===== config.mk =====
export PLATFORM = sky130hd
export DESIGN_NAME = fifo_test_sequencer
export DESIGN_NICKNAME = d
export VERILOG_FILES = /design/src/rtl/fifo_test_sequencer.sv
export SDC_FILE = /design/constraint.sdc
export NUM_CORES = 1
export LEC_CHECK = 0
export ABC_AREA = 1
export CAP_MARGIN = 20
export CORE_MARGIN = 5
export CORE_UTILIZATION = 52
export CTS_CLUSTER_DIAMETER = 50
export DETAILED_ROUTE_END_ITERATION = 10
export HOLD_SLACK_MARGIN = 0.12
export PLACE_DENSITY = 0.84
export SYNTH_ARGS = -nofsm -noshare
export SYNTH_HDL_FRONTEND = slang
export SYNTH_SLANG_ARGS = --single-unit

===== constraint.sdc =====
create_clock -name led_clk -period 2.4 [get_ports led_clk]
set_input_delay 0.24 -clock led_clk [delete_from_list [all_inputs] [get_ports led_clk]]
set_output_delay 0.24 -clock led_clk [all_outputs]
set_load 0.005 [all_outputs]

===== src/rtl/fifo_test_sequencer.sv =====
// Loop sequencer for the asymmetric-width FIFO demo: FILL, DRAIN, STREAM on led_clk.
// Optional per-phase watchdog enabled by defining SEQ_WATCHDOG_EN.
module fifo_test_sequencer #(
  parameter int SYNC_STAGE     = 2,
  parameter int STREAM_CYCLES  = 1024,
  parameter int LOOP_W         = 8,
  parameter int BLINK_W        = 20,
  parameter int TIMEOUT_CYCLES = 65536
) (
  input  logic              led_clk,
  input  logic              sys_rst,
  input  logic              run_en,
  input  logic              pll_lock,
  input  logic              rst_busy,
  input  logic              fifo_full,
  input  logic              fifo_empty,
  input  logic              rdata_error,
  output logic              wr_allow,
  output logic              rd_allow,
  output logic              led_blink,
  output logic              led_error,
  output logic [2:0]        state_o,
  output logic [LOOP_W-1:0] loop_count
);

  typedef enum logic [2:0] {
    IDLE     = 3'd0,
    WAIT_RDY = 3'd1,
    FILL     = 3'd2,
    DRAIN    = 3'd3,
    STREAM   = 3'd4,
    FAULT    = 3'd5
  } state_t;

  localparam int PH_LIM = (STREAM_CYCLES > TIMEOUT_CYCLES) ? STREAM_CYCLES : TIMEOUT_CYCLES;
  localparam int PH_W   = $clog2(PH_LIM + 1);

  logic [SYNC_STAGE-1:0] r_sync_pll, r_sync_busy, r_sync_full, r_sync_empty, r_sync_err;
  logic                  w_s_pll_lock, w_s_rst_busy, w_s_fifo_full, w_s_fifo_empty, w_s_rdata_error;

  state_t                r_state, w_next;
  logic [PH_W-1:0]       r_phase;
  logic [BLINK_W-1:0]    r_blink_cnt;
  logic [LOOP_W-1:0]     r_loop;
  logic                  r_wr_allow, r_rd_allow, r_led_blink, r_led_error;
  logic                  w_stream_done, w_timeout;

  // The empty chain resets to 1 so a freshly reset FIFO is not seen as holding data.
  always_ff @(posedge led_clk or posedge sys_rst) begin
    if (sys_rst) begin
      r_sync_pll   <= '0;
      r_sync_busy  <= '0;
      r_sync_full  <= '0;
      r_sync_empty <= '1;
      r_sync_err   <= '0;
    end else begin
      r_sync_pll   <= {r_sync_pll[SYNC_STAGE-2:0],   pll_lock};
      r_sync_busy  <= {r_sync_busy[SYNC_STAGE-2:0],  rst_busy};
      r_sync_full  <= {r_sync_full[SYNC_STAGE-2:0],  fifo_full};
      r_sync_empty <= {r_sync_empty[SYNC_STAGE-2:0], fifo_empty};
      r_sync_err   <= {r_sync_err[SYNC_STAGE-2:0],   rdata_error};
    end
  end

  assign w_s_pll_lock    = r_sync_pll[SYNC_STAGE-1];
  assign w_s_rst_busy    = r_sync_busy[SYNC_STAGE-1];
  assign w_s_fifo_full   = r_sync_full[SYNC_STAGE-1];
  assign w_s_fifo_empty  = r_sync_empty[SYNC_STAGE-1];
  assign w_s_rdata_error = r_sync_err[SYNC_STAGE-1];

  assign w_stream_done = (r_phase == PH_W'(STREAM_CYCLES - 1));
`ifdef SEQ_WATCHDOG_EN
  assign w_timeout = (r_phase == PH_W'(TIMEOUT_CYCLES - 1));
`else
  assign w_timeout = 1'b0;
`endif

  // Priority: compare error, then run_en drop, then reset-busy, then phase exits.
  always_comb begin
    w_next = r_state;
    if (w_s_rdata_error) begin
      w_next = FAULT;
    end else if (r_state != FAULT && !run_en) begin
      w_next = IDLE;
    end else if (w_s_rst_busy && (r_state == FILL || r_state == DRAIN || r_state == STREAM)) begin
      w_next = WAIT_RDY;
    end else begin
      case (r_state)
        IDLE:     w_next = WAIT_RDY;
        WAIT_RDY: if (w_s_pll_lock && !w_s_rst_busy) w_next = FILL;
                  else if (w_timeout)                w_next = FAULT;
        FILL:     if (w_s_fifo_full)                 w_next = DRAIN;
                  else if (w_timeout)                w_next = FAULT;
        DRAIN:    if (w_s_fifo_empty)                w_next = STREAM;
                  else if (w_timeout)                w_next = FAULT;
        STREAM:   if (w_stream_done)                 w_next = FILL;
        FAULT:    w_next = FAULT;
        default:  w_next = IDLE;
      endcase
    end
  end

  // Gates and LEDs are registered from the next state so they move with state_o.
  always_ff @(posedge led_clk or posedge sys_rst) begin
    if (sys_rst) begin
      r_state     <= IDLE;
      r_phase     <= '0;
      r_blink_cnt <= '0;
      r_loop      <= '0;
      r_wr_allow  <= 1'b0;
      r_rd_allow  <= 1'b0;
      r_led_blink <= 1'b0;
      r_led_error <= 1'b0;
    end else begin
      r_state     <= w_next;
      r_blink_cnt <= r_blink_cnt + 1'b1;
      if (w_next != r_state)  r_phase <= '0;
      else if (r_phase != '1) r_phase <= r_phase + 1'b1;
      if (r_state == STREAM && w_next == FILL) r_loop <= r_loop + 1'b1;
      r_wr_allow  <= (w_next == FILL) || (w_next == STREAM);
      r_rd_allow  <= (w_next == DRAIN) || (w_next == STREAM);
      r_led_error <= (w_next == FAULT);
      if (w_next == FAULT)     r_led_blink <= 1'b1;
      else if (&r_blink_cnt)   r_led_blink <= ~r_led_blink;
    end
  end

  assign wr_allow   = r_wr_allow;
  assign rd_allow   = r_rd_allow;
  assign led_blink  = r_led_blink;
  assign led_error  = r_led_error;
  assign state_o    = r_state;
  assign loop_count = r_loop;

endmodule


Word level (Yosys, flattened, before mapping)
Cells that the tools add are included.
{"block": "classes", "add_sub_neg": 3, "n_mul": 0, "div_mod_pow": 0, "magnitude_cmp": 0, "n_eq_ne": 13, "shifts": 0, "mux": 12, "bitwise_logic": 1, "n_reduce_logical": 14}
{"op": "17-bit 2-to-1 mux", "count": 2}
{"op": "3-bit 2-to-1 mux", "count": 7}
{"op": "20-bit by 1-bit adder with 20-bit output, second input constant", "count": 1}
{"op": "20-bit AND reduction", "count": 1}
{"op": "3-bit case mux with 6 select lines", "count": 1}
{"op": "17-bit by 1-bit adder with 17-bit output, second input constant", "count": 1}
{"op": "17-bit by 10-bit == test with 1-bit output, second input constant", "count": 1}
{"op": "17-bit inequality test, second input constant", "count": 1}
{"op": "3-bit by 2-bit == test with 1-bit output, second input constant", "count": 4}
{"op": "3-bit == test, second input constant", "count": 4}
{"op": "8-bit by 1-bit adder with 8-bit output, second input constant", "count": 1}
{"op": "1-bit logical AND", "count": 4}
{"op": "1-bit logical OR", "count": 4}
{"op": "2-bit nonzero test", "count": 2}
{"op": "3-bit by 1-bit == test with 1-bit output, second input constant", "count": 1}
{"op": "3-bit zero test", "count": 1}
{"op": "3-bit inequality test", "count": 1}
{"op": "3-bit inequality test, second input constant", "count": 1}
{"op": "1-bit zero test", "count": 2}
{"op": "1-bit 2-to-1 mux", "count": 2}
{"op": "1-bit NOT", "count": 1}
{"block": "word_totals", "reg_bits": 62, "latchBits": 0, "ram_bits": 0, "mem_bits_ro": 0, "input_bits": 8, "out_inout_bits": 15, "mem_count": 0}

Depth between registers and ports, before layout
{"block": "logic_depth", "word_depth": 9, "depth_mapped": 14, "ltp_nobuf": 13}

Worst setup path before layout
OpenSTA, ideal clock, no wires.
{"block": "synth_timing", "kind": "reg2reg", "from": "reg r_phase[0]", "to": "reg r_phase[14]", "setup_ps": 124, "arrival_time_ps": 2184, "slack_ps": 92, "stages_incl_launch_ff": 15, "path_buffers": 1, "period_less_slack_ps": 2308, "cell_sequence": "dfrtp_1 > ha_1 > nand3_1 > nor3_2 > nand4_1 > nor4_1 > ha_1 > clkbuf_1 > nor2_1 > nand3_1 > nor2_1 > nand2_1 > nor3_1 > xor2_1 > nor2_4"}
{"block": "synth_via", "elab_chain_len": 8, "elab_cells_between_ends": 12, "classes_between": "add/sub: 1; eq/ne: 3; mux: 7; reduce/logical: 1"}
{"item": "start, declared", "line_no": "42", "rtl": "logic [PH_W-1:0] r_phase;"}
{"item": "start signal, assigned", "line_no": "118", "rtl": "else if (r_phase != '1) r_phase <= r_phase + 1'b1;"}
{"item": "17-bit by 10-bit == test with 1-bit output", "line_no": "71", "rtl": "assign w_stream_done = (r_phase == PH_W'(STREAM_CYCLES - 1));"}
{"item": "3-bit 2-to-1 mux", "line_no": "96", "rtl": "STREAM: if (w_stream_done) w_next = FILL;"}
{"item": "3-bit case mux with 6 select lines", "line_no": "88", "rtl": "case (r_state)"}
{"item": "3-bit 2-to-1 mux", "line_no": "85", "rtl": "end else if (w_s_rst_busy && (r_state == FILL || r_state == DRAIN || r_state == STREAM)) begin"}
{"item": "3-bit 2-to-1 mux", "line_no": "83", "rtl": "end else if (r_state != FAULT && !run_en) begin"}
{"item": "3-bit 2-to-1 mux", "line_no": "81", "rtl": "if (w_s_rdata_error) begin"}
{"item": "3-bit inequality test", "line_no": "117", "rtl": "if (w_next != r_state) r_phase <= '0;"}
{"item": "17-bit 2-to-1 mux or 2-bit nonzero test (tied branches)"}
Several ways; a longest one is shown, not always the timed one. The select of a mux whose other input is x is not followed.
A chain may end at the register's enable or synchronous reset.

Final worst setup path
{"block": "layout_timing", "from": "reg r_phase[1]", "to": "reg r_phase[14]"}
Same word-level chain as after synthesis.

==> results.json <==
{
  "grt_start_max_net_pins": 50,
  "achievable-frequency_ghz": 0.423,
  "cts_max_level": 3,
  "r2r-start": "r_phase[1]",
  "rrSetupSlack_ps": 30,
  "die-width_um": 86.3,
  "endpoint_kind": "register",
  "num_antenna_cells": 0,
  "postSynthNetCount": 333,
  "yosysTopAreaCellShare_pct": 49.6,
  "numClockSinks": 62,
  "row_count": 27,
  "number_of_buffers_created_by_cts": 9,
  "timing_worst_setup_path_type": "reg2reg",
  "ys.warnings.count": 0,
  "drt.antenna.violating_nets": 0,
  "design_area_mm2": 0.00369,
  "synth-seq-cells": 62,
  "power_leakage_uw": 0.00178,
  "period_share_pct": 98.6,
  "setup_tns_ps": 0,
  "synthTopCellsByCount": "60 x sky130_fd_sc_hd__dfrtp_1, 53 x sky130_fd_sc_hd__nand2_1, 34 x sky130_fd_sc_hd__inv_1, 34 x sky130_fd_sc_hd__nor2_1, 30 x sky130_fd_sc_hd__xor2_1",
  "drcViolationCount": 0,
  "first_pass_grt_wire_length_mm": 9.88,
  "vdd.ir_drop.worst_v": 0.000642,
  "worst_setup_hold_path_clk_slew_ps": 70,
  "effective_utilization_at_floorplan_pct": 54.3,
  "synthesis.area_per_instance_um2": 9.44,
  "vias_in_the_first_global_route": 2170,
  "synth_sequential_area_ratio_pct": 51.3,
  "grt-busiest-layer": "met2",
  "mappedNetlistArea_mm2": 0.00303,
  "power_density_mw_per_mm2": 563,
  "vias": 2232,
  "layoutNonFillerInstCount": 439,
  "gr-usage-met1_pct": 21.1,
  "cts_root_buf": "sky130_fd_sc_hd__clkbuf_8",
  "slew_violations": 0,
  "fraction_of_layout_instances_using_a_drive_strength_above_1_pct": 22.1,
  "netlist_instances": 321,
  "dieHeight_um": 86.3,
  "synth_edf_count": 0,
  "multiInputGateArea_mm2": 0.00137,
  "reg2reg_depth": 13,
  "yosys.cell_count.top_type": "sky130_fd_sc_hd__dfrtp_1",
  "finalWorstPathRequiredPeriod_ps": 2370,
  "min-delay-path-class": "in2async",
  "tightestPinTransition_ps": 382,
  "post-layout-total-power_uw": 2080,
  "grt_setup_unrepaired": "true",
  "synth.lib_cells_used.distinct": 26,
  "report.final.hold_viol_count": 0,
  "dr.first_iter.drc_count": 167,
  "cp.arrival_ps": 2580,
  "status": "complete, no violations",
  "timing.max_cap.violations": 0,
  "crit_path_start_kind": "register",
  "layout.area.seq_mm2": 0.00155,
  "areaGrowthSynthToFinish_pct": 21.9,
  "net_total_in_the_final_layout": 374,
  "cell_type_contributing_the_most_total_cell_area_after_synthesis": "sky130_fd_sc_hd__dfrtp_1",
  "required_ps": 2620,
  "number_of_buffers_inserted_by_port_buffering": 22,
  "postSynth.topFlopCell": "sky130_fd_sc_hd__dfrtp_1",
  "groute.usage.overall_pct": 16.9,
  "cts.hold.buffers_added": 0,
  "critical_path.max_fanout": 4,
  "place_hpwl_mm": 3.88,
  "ys_top_cells_by_area": "sky130_fd_sc_hd__dfrtp_1 50%, sky130_fd_sc_hd__xor2_1 8.7%, sky130_fd_sc_hd__nand2_1 6.6%, sky130_fd_sc_hd__nand3_1 4.5%, sky130_fd_sc_hd__nor2_4 4.5%",
  "grt_antenna_before_repair": 0,
  "first_pass_iters": 4,
  "r2r_end": "r_phase[14]",
  "use_met2_pct": 28.0,
  "core_region_area_mm2": 0.00557,
  "overflow": 0,
  "cts_tree": "built",
  "numPlacedInstances": 416,
  "wl_mm": 5.83,
  "die_area_mm2": 0.00745,
  "clk-insertion-delay-late_ps": 340,
  "final_util_pct": 66.3,
  "detail_route.wl_per_cell_um": 13.3,
  "relSlewSlack_pct": 74.5,
  "place.gp.congestion": 0.911,
  "grt.met3_usage_pct": 4.85,
  "fill_cells": 396,
  "report.final.setup_viol": 0,
  "routed_via_density": 5.08,
  "worst_clock_skew_ps": 8.58,
  "placement.cell_area_mm2": 0.00335,
  "clock_path_buffers": 2,
  "num_io_pins": 23,
  "synth-async-reset-ratio_pct": 100
}
-- area by class of cell --
| class | instances | area share [%] |
|---|---|---|
| Clock buffer | 13 | 4.84 |
| Clock inverter | 3 | 1.08 |
| Inverter | 41 | 4.17 |
| Multi-Input combinational cell | 216 | 37.0 |
| Sequential cell | 62 | 42.1 |
| Tap cell | 72 | 2.44 |
| Timing Repair Buffer | 32 | 8.43 |
-- what timing repair did --
item,CTS,global route
resized for setup,0,17
setup endpoints to repair,0,8
buffers inserted,0,8
-- metal layers --
layer  vias to the layer above  wire length (um)
met4                         0                80
met5                         -                 0
met1                      1087              2560
met2                        49              2950
met3                        10               241
li1                       1086                 -
-- report_power, final --
group | internal, uW | switching, uW | total, uW
Combinational | 15.4 | 26.0 | 41.4
Sequential | 1050 | 4.68 | 1060
Clock | 590 | 390 | 979
-- per-stage QoR --
| step | hold WS, ps | worst slack [ps] |
|---|---|---|
| 3_5_place_dp | 343 | 42.3 |
| 3_3_place_gp | 336 | 175 |
| 4_1_cts | 164 | 10.2 |
| 5_1_grt | 173 | -178 |
| 2_1_floorplan | 244 | 92.4 |
| 6_report | 163 | 34.7 |
-- how the worst max path moves through the flow --
| stage | startpoint | endpoint | cells past startpoint |
|---|---|---|---|
| final | r_phase[1] | r_phase[14] | 13 |
| after global routing | r_phase[1] | r_phase[9] | 12 |
| after CTS | r_phase[0] | r_phase[14] | 13 |
| after detailed placement | r_phase[0] | r_phase[14] | 13 |
| after global placement | r_phase[0] | r_phase[14] | 13 |
| after floorplan | r_phase[0] | r_phase[14] | 14 |
-- sequential cells by signal (all words and copies together), names as in the netlist --
register	cells
led_error	1
r_sync_full	2
r_sync_pll	2
state_o	3
r_phase	17
rd_allow	1
r_blink_cnt	20
led_blink	1
r_sync_busy	2
r_sync_err	2
wr_allow	1
r_sync_empty	2
loop_count	8
-- worst max-delay path, stage by stage (launching register included) --
cell and delay, ps:
sky130_fd_sc_hd__dfrtp_1 430, sky130_fd_sc_hd__ha_4 180, sky130_fd_sc_hd__nand3_4 80, sky130_fd_sc_hd__nor3_4 210, sky130_fd_sc_hd__nand4_1 160, sky130_fd_sc_hd__nor4_2 290, sky130_fd_sc_hd__ha_2 280, sky130_fd_sc_hd__nor2_4 60
sky130_fd_sc_hd__nand3_2 80, sky130_fd_sc_hd__nor2_2 50, sky130_fd_sc_hd__nand2_2 100, sky130_fd_sc_hd__nor3_2 50, sky130_fd_sc_hd__xor2_1 250, sky130_fd_sc_hd__nor2_4 40
-- cells by family after synthesis --
group | count (synthesis) | share of synthesized area (%)
AO/OA/AOI/OAI | 12 | 2.02
XOR/XNOR | 38 | 11.0
adder cells (fa/ha/maj) | 4 | 1.65
buffers and inverters | 43 | 5.87
flip-flops | 62 | 51.3
multiplexers | 1 | 0.330
AND/OR/NAND/NOR | 161 | 27.8
-- cells in the final DEF (no fill, tap or decap), types with 13 or more instances in the layout --
cell                              instances
sky130_fd_sc_hd__nand3_1                 25
sky130_fd_sc_hd__inv_1                   32
sky130_fd_sc_hd__nor2_4                  13
sky130_fd_sc_hd__clkdlybuf4s50_1         22
sky130_fd_sc_hd__nand2_2                 15
sky130_fd_sc_hd__nand2_1                 51
sky130_fd_sc_hd__xor2_1                  30
sky130_fd_sc_hd__clkbuf_8                13
sky130_fd_sc_hd__nor2_1                  32
sky130_fd_sc_hd__dfrtp_1                 60
Note: power is estimated with default switching activity, not from simulation.
